===== src/rtl/pulse_shaper.sv =====
// pulse_shaper: turns single-cycle trigger pulses into fixed-width high pulses, each followed by a guaranteed low gap.
// Optional trigger queueing is enabled by defining PULSE_SHAPER_QUEUE_EN; without it, early triggers are dropped.
module pulse_shaper #(
    parameter int CNT_W  = 8,
    parameter int PEND_W = 4
) (
    input  logic              clk,
    input  logic              resetn,
    input  logic              trig,
    input  logic [CNT_W-1:0]  hi_len,
    input  logic [CNT_W-1:0]  lo_len,
    output logic              dout,
    output logic              busy,
    output logic [PEND_W-1:0] pend,
    output logic              ovf
);

    typedef enum logic [1:0] {
        ST_IDLE = 2'd0,
        ST_HIGH = 2'd1,
        ST_GAP  = 2'd2
    } state_t;

    // A zero length is treated as one cycle, so the counter reload is max(len,1)-1.
    function automatic logic [CNT_W-1:0] len_load(input logic [CNT_W-1:0] len);
        logic [CNT_W-1:0] res;
        if (len == {CNT_W{1'b0}}) begin
            res = {CNT_W{1'b0}};
        end else begin
            res = len - CNT_W'(1);
        end
        return res;
    endfunction

    state_t             state_q, state_d;
    logic [CNT_W-1:0]   cnt_q, cnt_d;
    logic [CNT_W-1:0]   lo_lat_q, lo_lat_d;
    logic               dout_q, dout_d;
    logic               busy_q, busy_d;
    logic               ovf_q, ovf_d;

    logic               cnt_zero_s;
    logic               last_gap_s;
    logic               queue_req_s;
    logic               pend_nz_s;

    assign cnt_zero_s  = (cnt_q == {CNT_W{1'b0}});
    assign last_gap_s  = (state_q == ST_GAP) && cnt_zero_s;
    assign queue_req_s = trig && ((state_q == ST_HIGH) || ((state_q == ST_GAP) && !cnt_zero_s));

`ifdef PULSE_SHAPER_QUEUE_EN
    logic [PEND_W-1:0]  pend_q, pend_d;
    logic               pend_full_s;

    assign pend_nz_s   = (pend_q != {PEND_W{1'b0}});
    assign pend_full_s = (pend_q == {PEND_W{1'b1}});
    assign pend        = pend_q;
`else
    assign pend_nz_s   = 1'b0;
    assign pend        = {PEND_W{1'b0}};
`endif

    // State register.
    always_ff @(posedge clk) begin
        if (!resetn) begin
            state_q <= ST_IDLE;
        end else begin
            state_q <= state_d;
        end
    end

    // Next-state, counter and length-latch logic; a start event loads hi and captures lo together.
    always_comb begin
        state_d  = state_q;
        cnt_d    = cnt_q;
        lo_lat_d = lo_lat_q;
        case (state_q)
            ST_IDLE: begin
                if (trig) begin
                    state_d  = ST_HIGH;
                    cnt_d    = len_load(hi_len);
                    lo_lat_d = lo_len;
                end else begin
                    state_d  = ST_IDLE;
                end
            end
            ST_HIGH: begin
                if (cnt_zero_s) begin
                    state_d = ST_GAP;
                    cnt_d   = len_load(lo_lat_q);
                end else begin
                    state_d = ST_HIGH;
                    cnt_d   = cnt_q - CNT_W'(1);
                end
            end
            ST_GAP: begin
                if (!cnt_zero_s) begin
                    state_d = ST_GAP;
                    cnt_d   = cnt_q - CNT_W'(1);
                end else if (pend_nz_s || trig) begin
                    state_d  = ST_HIGH;
                    cnt_d    = len_load(hi_len);
                    lo_lat_d = lo_len;
                end else begin
                    state_d = ST_IDLE;
                end
            end
            default: begin
                state_d = ST_IDLE;
                cnt_d   = {CNT_W{1'b0}};
            end
        endcase
    end

    // Output decode plus pending-count bookkeeping for triggers that arrive while a pulse is in flight.
    always_comb begin
        dout_d = (state_d == ST_HIGH);
        busy_d = (state_d != ST_IDLE);
        ovf_d  = 1'b0;
`ifdef PULSE_SHAPER_QUEUE_EN
        pend_d = pend_q;
        if (queue_req_s) begin
            if (pend_full_s) begin
                ovf_d  = 1'b1;
                pend_d = pend_q;
            end else begin
                pend_d = pend_q + PEND_W'(1);
            end
        end else if (last_gap_s && pend_nz_s && !trig) begin
            pend_d = pend_q - PEND_W'(1);
        end else begin
            pend_d = pend_q;
        end
`else
        if (queue_req_s) begin
            ovf_d = 1'b1;
        end else begin
            ovf_d = 1'b0;
        end
`endif
    end

    // Datapath and output registers.
    always_ff @(posedge clk) begin
        if (!resetn) begin
            cnt_q    <= {CNT_W{1'b0}};
            lo_lat_q <= {CNT_W{1'b0}};
            dout_q   <= 1'b0;
            busy_q   <= 1'b0;
            ovf_q    <= 1'b0;
`ifdef PULSE_SHAPER_QUEUE_EN
            pend_q   <= {PEND_W{1'b0}};
`endif
        end else begin
            cnt_q    <= cnt_d;
            lo_lat_q <= lo_lat_d;
            dout_q   <= dout_d;
            busy_q   <= busy_d;
            ovf_q    <= ovf_d;
`ifdef PULSE_SHAPER_QUEUE_EN
            pend_q   <= pend_d;
`endif
        end
    end

    assign dout = dout_q;
    assign busy = busy_q;
    assign ovf  = ovf_q;

endmodule


===== config.mk =====
export PLATFORM = sky130hd
export DESIGN_NAME = pulse_shaper
export DESIGN_NICKNAME = d
export VERILOG_FILES = /design/src/rtl/pulse_shaper.sv
export SDC_FILE = /design/constraint.sdc
export NUM_CORES = 1
export LEC_CHECK = 0
export BUFFER_PORTS_ARGS = -buffer_cell sky130_fd_sc_hd__buf_2
export CAP_MARGIN = 20
export CORE_MARGIN = 8
export CORE_UTILIZATION = 49
export DETAILED_ROUTE_END_ITERATION = 16
export PLACE_DENSITY = 0.78
export SLEW_MARGIN = 20
export SYNTH_ARGS = -nofsm -noshare
export SYNTH_HDL_FRONTEND = slang
export SYNTH_SLANG_ARGS = --single-unit

===== constraint.sdc =====
create_clock -name clk -period 2.4 [get_ports clk]
set_clock_uncertainty 0.05 [all_clocks]
set_input_delay 0 -clock clk [delete_from_list [all_inputs] [get_ports clk]]
set_output_delay 0 -clock clk [all_outputs]
set_load 0.01 [all_outputs]

==> results.toml <==
[outcome]
status = "completed"

[placement]
gp_congestion = 0.900
dp_cells = 228
portBuffers = 21
place_area_um2 = 1580
pre_cts_ws_ns = 0.306
hpwl_mm = 2.49

[grt]
grt_pass1_wl_mm = 5.59
overflow = 0
grt_pass1_vias = 1226
antenna_found_initial = 0
grt_usage = 0.134
grt_max_degree = 18

[pwr]
power_frac_comb = 0.595
p_per_area_nw_per_um2 = 1150
total_power_mw = 1.97
seq_power_share = 0.312
power.clock.fraction = 0.093
p_sw_frac = 0.448
irDropWorstVdd_mv = 0.653
power.switching_uw = 883
p_int_mw = 1.09
p_leak_nw = 0.749

[detailed_routing]
drt_iter0_markers = 69
ant_nets = 0
viasPerCell = 5.53
routed_wl_mm = 3.34
drt_first_pass_iters = 4
vias = 1339
wl_per_cell_um = 13.8
drc = 0

[clocking]
clkLatencyLatePin_ns = 0.32
clockBufferDepth = 2
ctsRootBufferMaster = "clkbuf_4"
cts_setup_buffers = 0
cts_tree = "built"
hold_buffers = 10
cts_resized = 0
clk_pin_slew_worst_paths_ns = 0.13
cts_htree_levels = 1
tritoncts.num_buffers = 3
cts_sinks = 21

[worst_hold_path]
hold_depth = 4
hold_class = "in2reg"

[worst_setup_path]
slowest_delay_ns = 0.53
r2r_cells = 7
critPathArrivalTime_ns = 2.30
critPathMaxFanout = 9
endpoint_kind = "register"
cp.required_ns = 2.57
cp_slowest_cell = "or4b_4"
worstPathCellList = "inv_1 -> ha_1 -> or4b_4 -> o22ai_4 -> nand2_2 -> mux2i_1 -> nor2b_1"
startpoint_type = "register"
crit_type = "reg2reg"

[logic_synthesis]
async_flop_share = 0
ys.warnings.count = 0
synth_edf_count = 0
yosys.area.top_type = "dfxtp_1"
yosysMostFrequentCell = "dfxtp_1"
synth_area_per_cell_um2 = 8.18
synth_area_um2 = 1480
syn_inst = 181
ys_top_cells_by_count = "21 x dfxtp_1, 16 x nand2_1, 14 x nor2_1, 13 x nor2b_1"
yosys-top-cells-area = "dfxtp_1 28%, mux2i_1 8.1%, nor2b_1 5.5%"
synth_flop_cell = "dfxtp_1"
synth-seq-cells = 21
synthDominantCellAreaShare = 0.284
synth_seq_area_share = 0.284
synth_cell_types = 39

[floorplanning]
die_area_um2 = 5040
start_util = 0.501
rows = 20
die_w_um = 71.0
io_pins = 26
core_um2 = 2950
dieHeight_um = 71.0

[final_layout]
n_antenna_cell = 0
final_nets = 235
syn2layout_area_growth_pct = 15.4
final_core_util = 0.578
finalNonFillerCells = 242
final_area_um2 = 1710
drive_above_1_share = 0.163

[sta]
fin_setup_tns_ns = 0
finalSetupViolations = 0
grt_setup_unrepaired = "no"
fin_crit_sh = 0.888
hold_viol_final = 0
fmax_ghz = 0.469
worst_hold_slack_ns = 0.0382
worst_slew_pin_slew_ns = 0.605
fin_crit_ns = 2.13
fin_ws_ns = 0.269
drv_slew = 0
max-slew-margin-rel = 0.594

[run]
max_cap_viol_count = 0
critical path: cells and delay by family, from the launching register on:
kind	cells	cell delay [ns]
simple gates	3	0.82
flops	1	0.38
compound gates	1	0.27
mux	1	0.22
fa+ha+maj	1	0.18
buf+inv	1	0.11
path summary, 6_finish.rpt:
| check | startpoint | end | slack, ns |
|---|---|---|---|
| worst min-delay path | hi_len[5] | cnt_q[5] | 0.04 |
| worst max register to register | cnt_q[0] | lo_lat_q[3] | 0.27 |
| worst max-delay path | cnt_q[0] | lo_lat_q[3] | 0.27 |
| worst min register to register | lo_lat_q[7] | lo_lat_q[7] | 0.53 |
sequential cells by signal, summed over array words and instances, names as in the netlist:
register  count
busy          1
cnt_q         8
dout          1
lo_lat_q      8
ovf           1
state_q       2
final cells by class:
cell class / count / area [µm²]
clock buffer: 3 / 22.5
clock inverter: 1 / 5.00
fill: 282 / 1240
inverter: 7 / 26.3
multi-input combinational: 145 / 980
sequential: 21 / 420
tap: 33 / 41.3
timing repair buffer: 32 / 213
routing by layer:
| metal | vias up | wire, µm | GRT usage |
|---|---|---|---|
| met3 | 4 | 182 | 0.0268 |
| met5 | - | 0 | 0 |
| met1 | 609 | 1480 | 0.163 |
| li1 | 684 | - | - |
| met2 | 42 | 1640 | 0.228 |
| met4 | 0 | 37 | 0.0439 |
power by group through the flow:
stage	Clock, mW	Sequential (mW)	Combinational, mW
global placement	0	0.618	1.14
CTS	0.185	0.613	1.16
detailed placement	0	0.623	1.14
finish	0.183	0.615	1.17
floorplan	0	0.554	0.972
global route	0.199	0.632	1.29
logic make-up (layout without fill, tap and decap cells):
group | Yosys count | in the layout | share of synthesized area
XOR/XNOR | 13 | 13 | 0.0769
multiplexers | 12 | 12 | 0.0812
buffers and inverters | 18 | 43 | 0.0617
AND/OR/NAND/NOR | 78 | 78 | 0.298
AO/OA/AOI/OAI | 32 | 32 | 0.145
flip-flops | 21 | 21 | 0.284
adder cells (fa/ha/maj) | 6 | 6 | 0.0507
other | 1 | 4 | 0.00253
layout by cell type (no fill, tap or decap), drive strengths merged, types with 2 or more instances in the layout:
cell type    netlist  layout
nor3               8       8
and3               5       5
a21oi             12      12
mux2i             12      12
a2bb2oi            3       3
nand4              2       2
buf                7      22
nand3              2       2
inv                7       7
dfxtp             21      21
nor2b             13      13
dlygate4sd3        0      10
ha                 6       6
nor3b              6       6
nor2              15      15
xor2               7       7
nand2             17      17
a31oi              3       3
or3                2       2
clkbuf             4       3
conb               1       4
o21ai              6       6
xnor2              6       6
nor4               4       4
Note: power is estimated with default switching activity, not from simulation.
